**src/rtl/i2s_line_in_receiver.sv**
```systemverilog
// I2S master receiver: generates mclk/sclk/lrclk from clk, deserializes ADC data
// into left/right word pairs and offers them on a valid/ready holding register.
module i2s_line_in_receiver #(
    parameter int MCLK_HALF = 4,
    parameter int SCLK_HALF = 16,
    parameter int SLOT_BITS = 32,
    parameter int SAMPLE_W  = 16
) (
    input  logic                clk,
    input  logic                rst,
    input  logic                enable_i,
    input  logic                sdin_i,
    input  logic                sample_ready_i,
    input  logic                clr_overrun_i,
    output logic                mclk_o,
    output logic                sclk_o,
    output logic                lrclk_o,
    output logic [SAMPLE_W-1:0] left_sample_o,
    output logic [SAMPLE_W-1:0] right_sample_o,
    output logic                sample_valid_o,
    output logic                overrun_o
);

    localparam int MCW = $clog2(MCLK_HALF + 1);
    localparam int SCW = $clog2(2 * SCLK_HALF + 1);
    localparam int BCW = $clog2(2 * SLOT_BITS + 1);

    localparam logic [MCW-1:0] MCNT_LAST = MCW'(MCLK_HALF - 1);
    localparam logic [SCW-1:0] SCNT_LAST = SCW'(2 * SCLK_HALF - 1);
    localparam logic [SCW-1:0] SCNT_RISE = SCW'(SCLK_HALF);
    localparam logic [BCW-1:0] BCNT_LAST = BCW'(2 * SLOT_BITS - 1);
    localparam logic [BCW-1:0] SLOT_LEN  = BCW'(SLOT_BITS);
    localparam logic [BCW-1:0] WORD_LAST = BCW'(SAMPLE_W);
    localparam logic [BCW-1:0] WORD_FIRST = BCW'(1);

    logic [MCW-1:0]      mcnt_q, mcnt_d;
    logic [SCW-1:0]      scnt_q, scnt_d;
    logic [BCW-1:0]      bit_cnt_q, bit_cnt_d;
    logic                mclk_q, mclk_d;
    logic                sclk_q, sclk_d;
    logic                lrclk_q, lrclk_d;
    logic [SAMPLE_W-1:0] shift_q, shift_d;
    logic [SAMPLE_W-1:0] left_hold_q, left_hold_d;
    logic                done_q, done_d;
    logic [SAMPLE_W-1:0] left_q, left_d;
    logic [SAMPLE_W-1:0] right_q, right_d;
    logic                valid_q, valid_d;
    logic                ovr_q, ovr_d;

    logic                right_slot;
    logic [BCW-1:0]      slot_k;
    logic                sample_tick;
    logic                in_word;
    logic                load;
    logic                drop;

    always_comb begin
        right_slot  = (bit_cnt_q >= SLOT_LEN);
        slot_k      = right_slot ? (bit_cnt_q - SLOT_LEN) : bit_cnt_q;
        sample_tick = enable_i && (scnt_q == SCNT_RISE);
        in_word     = (slot_k >= WORD_FIRST) && (slot_k <= WORD_LAST);
    end

    // Clock generation and serial capture
    always_comb begin
        mcnt_d      = '0;
        scnt_d      = '0;
        bit_cnt_d   = '0;
        mclk_d      = 1'b0;
        sclk_d      = 1'b0;
        lrclk_d     = 1'b0;
        shift_d     = '0;
        left_hold_d = '0;
        done_d      = 1'b0;
        if (enable_i) begin
            mcnt_d      = (mcnt_q == MCNT_LAST) ? '0 : mcnt_q + 1'b1;
            mclk_d      = (mcnt_q == MCNT_LAST) ? ~mclk_q : mclk_q;
            scnt_d      = (scnt_q == SCNT_LAST) ? '0 : scnt_q + 1'b1;
            bit_cnt_d   = bit_cnt_q;
            if (scnt_q == SCNT_LAST) begin
                bit_cnt_d = (bit_cnt_q == BCNT_LAST) ? '0 : bit_cnt_q + 1'b1;
            end
            // Output clocks are registered copies of the next counter state
            sclk_d      = (scnt_d >= SCNT_RISE);
            lrclk_d     = (bit_cnt_d >= SLOT_LEN);
            shift_d     = shift_q;
            left_hold_d = left_hold_q;
            if (sample_tick && in_word) begin
                shift_d = SAMPLE_W'({shift_q, sdin_i});
                if (slot_k == WORD_LAST) begin
                    if (right_slot) begin
                        done_d = 1'b1;
                    end else begin
                        left_hold_d = shift_d;
                    end
                end
            end
        end
    end

    // Holding register and handshake; a frame completes one cycle after its last bit
    always_comb begin
        load    = done_q && (!valid_q || sample_ready_i);
        drop    = done_q && !load;
        left_d  = left_q;
        right_d = right_q;
        valid_d = valid_q;
        ovr_d   = ovr_q;
        if (load) begin
            left_d  = left_hold_q;
            right_d = shift_q;
            valid_d = 1'b1;
        end else if (valid_q && sample_ready_i) begin
            valid_d = 1'b0;
        end
        if (clr_overrun_i) begin
            ovr_d = 1'b0;
        end
        if (drop) begin
            ovr_d = 1'b1;
        end
    end

    always_ff @(posedge clk) begin
        if (rst) begin
            mcnt_q      <= '0;
            scnt_q      <= '0;
            bit_cnt_q   <= '0;
            mclk_q      <= 1'b0;
            sclk_q      <= 1'b0;
            lrclk_q     <= 1'b0;
            shift_q     <= '0;
            left_hold_q <= '0;
            done_q      <= 1'b0;
            left_q      <= '0;
            right_q     <= '0;
            valid_q     <= 1'b0;
            ovr_q       <= 1'b0;
        end else begin
            mcnt_q      <= mcnt_d;
            scnt_q      <= scnt_d;
            bit_cnt_q   <= bit_cnt_d;
            mclk_q      <= mclk_d;
            sclk_q      <= sclk_d;
            lrclk_q     <= lrclk_d;
            shift_q     <= shift_d;
            left_hold_q <= left_hold_d;
            done_q      <= done_d;
            left_q      <= left_d;
            right_q     <= right_d;
            valid_q     <= valid_d;
            ovr_q       <= ovr_d;
        end
    end

    assign mclk_o         = mclk_q;
    assign sclk_o         = sclk_q;
    assign lrclk_o        = lrclk_q;
    assign left_sample_o  = left_q;
    assign right_sample_o = right_q;
    assign sample_valid_o = valid_q;
    assign overrun_o      = ovr_q;

endmodule

```
**config.mk**
```make
export PLATFORM = sky130hd
export DESIGN_NAME = i2s_line_in_receiver
export DESIGN_NICKNAME = d
export VERILOG_FILES = /design/src/rtl/i2s_line_in_receiver.sv
export SDC_FILE = /design/constraint.sdc
export NUM_CORES = 1
export LEC_CHECK = 0
export BUFFER_PORTS_ARGS = -buffer_cell sky130_fd_sc_hd__buf_4
export CAP_MARGIN = 20
export CORE_ASPECT_RATIO = 0.7
export CORE_MARGIN = 2
export CORE_UTILIZATION = 44
export DETAILED_ROUTE_END_ITERATION = 7
export GPL_TIMING_DRIVEN = 0
export HOLD_SLACK_MARGIN = 0.06
export MAX_ROUTING_LAYER = met4
export PLACE_DENSITY = 0.67
export REMOVE_ABC_BUFFERS = 1
export SETUP_SLACK_MARGIN = 0.02
export SYNTH_ARGS = -nofsm -noshare
export SYNTH_HDL_FRONTEND = slang
export SYNTH_SLANG_ARGS = --single-unit
```
**constraint.sdc**
```tcl
create_clock -name clk -period 2.1 [get_ports clk]
set_input_delay 0.42 -clock clk [delete_from_list [all_inputs] [get_ports clk]]
set_output_delay 0.42 -clock clk [all_outputs]
set_load 0.01 [all_outputs]
```
==> reports/metrics.cfg <==
[layout]
num-nets-final=422
diodes=0
drive_gt1_share_pct=18.0
fill_cells=699
area_delta_synth_final_pct=20.3
final_cells=510
multi_input_area_um2=1420
seqCellArea_um2=1720

[synthesis]
async_flop_share_pct=0
synth_ff_type=dfxtp_1
yosysWarnings=0
synth_area_per_cell_um2=8.84
syn_area_um2=3250
synthCells=368
synth-seq-cells=86
yosysUniqueCellTypes=38
synth_edf_count=0
yosysSeqAreaShare_pct=52.9

[drt]
dr.pass1.iters=4
wl_um=6170
num_vias=2504
vias_per_cell=4.91
antenna_left=0
drc=0
wl_per_cell_um=12.1
drt_iter0_markers=101

[timing]
fin_setup_tns_ns=0
setup_viol=0
hold_ws_ns=0.350
hold_viol_final=0
post-route-min-period_ns=1.95
tightestPinTransition_ns=0.670
slew_headroom_pct=55.0
timing.final.ws_setup_ns=0.153
fmax_mhz=514
rsz0062_at_grt=true
finClkSkew_ns=0.00599
period_share_pct=92.7
slew_violations=0

[run]
drv_cap=0

[min_path]
hold_depth=3
holdCritPathClass=in -> reg

[setup_path]
crit_type=reg -> reg
end_kind=flop
setup.worst_path.start_class=flop
cp_data_arrival_time_ns=2.23
cp_max_fo=16
cp.required_ns=2.38
r2r_cells=8

[die]
die_x_um=107
die-height_um=76.0
die_area_um2=8110
pin_count=43
core_area_um2=7220
initial_core_util_pct=45.1
rows=26

[grt]
grt_pass1_vias=2301
grt.total_usage_pct=16.8
antenna_found_initial=0
grt_max_degree=37
grt_overflow_total=0
grt_first_pass_wirelength_um=10600

[clock_tree]
clock-sinks=86
clk_pin_slew_worst_paths_ns=0.08
clk_path_buf_depth=2
cts-buffers-inserted=9
clkLatencyLatePin_ns=0.35
cts_root_buf=clkbuf_8
htreeDepth=3
cts_tree=yes

[power]
leakage_uw=0.00143
vdd.ir_drop.worst_v=0.000480
power_density_nw_per_um2=744

[placed_design]
io_buffer_count=42
gp_congestion=0.830
dp_slack_ns=-0.416
dp.cells=492
dpl.hpwl_um=4230

[outcome]
outcome=completed

-- path summary, 6_finish.rpt --
kind	startpoint	end	slack (ns)
worst min-delay path	sdin_i	shift_q[0]	0.35
worst min register to register	mcnt_q[0]	mcnt_q[0]	0.43
worst max-delay path	bit_cnt_q[5]	shift_q[4]	0.15
worst max register to register	bit_cnt_q[5]	shift_q[4]	0.15
-- cell usage after synthesis (2+ instances only) --
master | count | area [um2]
buf_1 | 4 | 15.0
mux2i_1 | 17 | 170
and4_1 | 2 | 17.5
nand2_1 | 90 | 338
xor2_1 | 4 | 35.0
xnor2_1 | 4 | 35.0
a21oi_1 | 39 | 195
nor4bb_1 | 2 | 20.0
nor2b_1 | 6 | 37.5
nand2b_1 | 3 | 18.8
nor3_1 | 7 | 35.0
nand3_1 | 21 | 105
dfxtp_1 | 86 | 1720
nor2_1 | 16 | 60.1
ha_1 | 8 | 100
inv_1 | 7 | 26.3
clkbuf_1 | 15 | 56.3
o21ai_0 | 17 | 85.1
-- flip-flops by register name, indices dropped and copies added, names as in the netlist --
| register | cells |
|---|---|
| scnt_q | 6 |
| sclk_o | 1 |
| right_sample_o | 16 |
| lrclk_o | 1 |
| left_hold_q | 16 |
| done_q | 1 |
| shift_q | 16 |
| overrun_o | 1 |
| mcnt_q | 3 |
| sample_valid_o | 1 |
| mclk_o | 1 |
| bit_cnt_q | 7 |
| left_sample_o | 16 |
-- routing by layer --
| layer | vias to the layer above | GRT usage [%] | part of all wire [%] |
|---|---|---|---|
| met4 | 0 | 5.97 | 1.3 |
| li1 | 1312 | - | - |
| met5 | - | - | 0 |
| met2 | 50 | 24.3 | 43 |
| met3 | 8 | 5.51 | 5.1 |
| met1 | 1134 | 22.2 | 50 |
-- kinds of logic after synthesis --
kind of cell	after synthesis	share of synthesized area, %
and+or+nand+nor	157	21.8
AOI/OAI and AO/OA	64	11.1
DFF	86	52.9
adders and majority gates	8	3.08
muxes	17	5.23
xor gates and xnor gates	8	2.15
buffers and inverters	28	3.81
-- area by class of cell --
cell class | count | area share, %
clock buffer | 9 | 3.16
tap | 98 | 3.13
multi-input combinational | 254 | 36.3
sequential | 86 | 44.0
inverter | 7 | 0.671
clock inverter | 6 | 2.21
timing repair buffer | 50 | 10.5
-- cell usage in the layout (no fill, tap or decap), types with 2 or more instances in the layout --
cell	instances
xnor2_1	4
buf_4	46
nand2b_1	3
nor2_1	16
dfxtp_2	2
nor2b_1	4
inv_1	7
o21ai_0	17
mux2i_1	17
xor2_1	4
a21oi_1	39
clkbuf_8	9
nor3_1	7
dfxtp_1	84
nor2b_2	2
nand3_1	21
clkinv_2	2
and4_1	2
ha_1	8
bufinv_16	2
nand2_1	90
buf_8	3
-- report_power, final --
group	internal, uW	switching [uW]
Combinational	14.9	31.4
Clock	663	569
Sequential	1630	2.67
-- metrics by stage --
step / instance area (um2) / util [%] / total power [uW]
after CTS: 3910 / 54.1 / 2950
after floorplan: 3160 / - / 1690
after global placement: 3590 / 49.8 / 1720
after global routing: 3920 / 54.2 / 3030
final: 3920 / 54.2 / 2910
after detailed placement: 3660 / 50.7 / 1720
-- worst max-delay path, cell delays in order (launching register included) --
cell	delay [ns]
dfxtp_2	0.41
inv_1	0.09
ha_1	0.33
nor2b_1	0.12
a2111oi_1	0.05
o2bb2ai_1	0.19
a211oi_4	0.27
buf_12	0.21
mux2i_1	0.20
-- what timing repair did --
item | in CTS | in global routing
pin swaps | 2 | 0
resized for setup | 0 | 4
endpoints found under the setup margin | 25 | 22
setup buffers | 3 | 0
hold buffers | 0 | 0
endpoints found under the hold margin | 0 | 0
No activity file was read; power rests on OpenSTA's default activity.
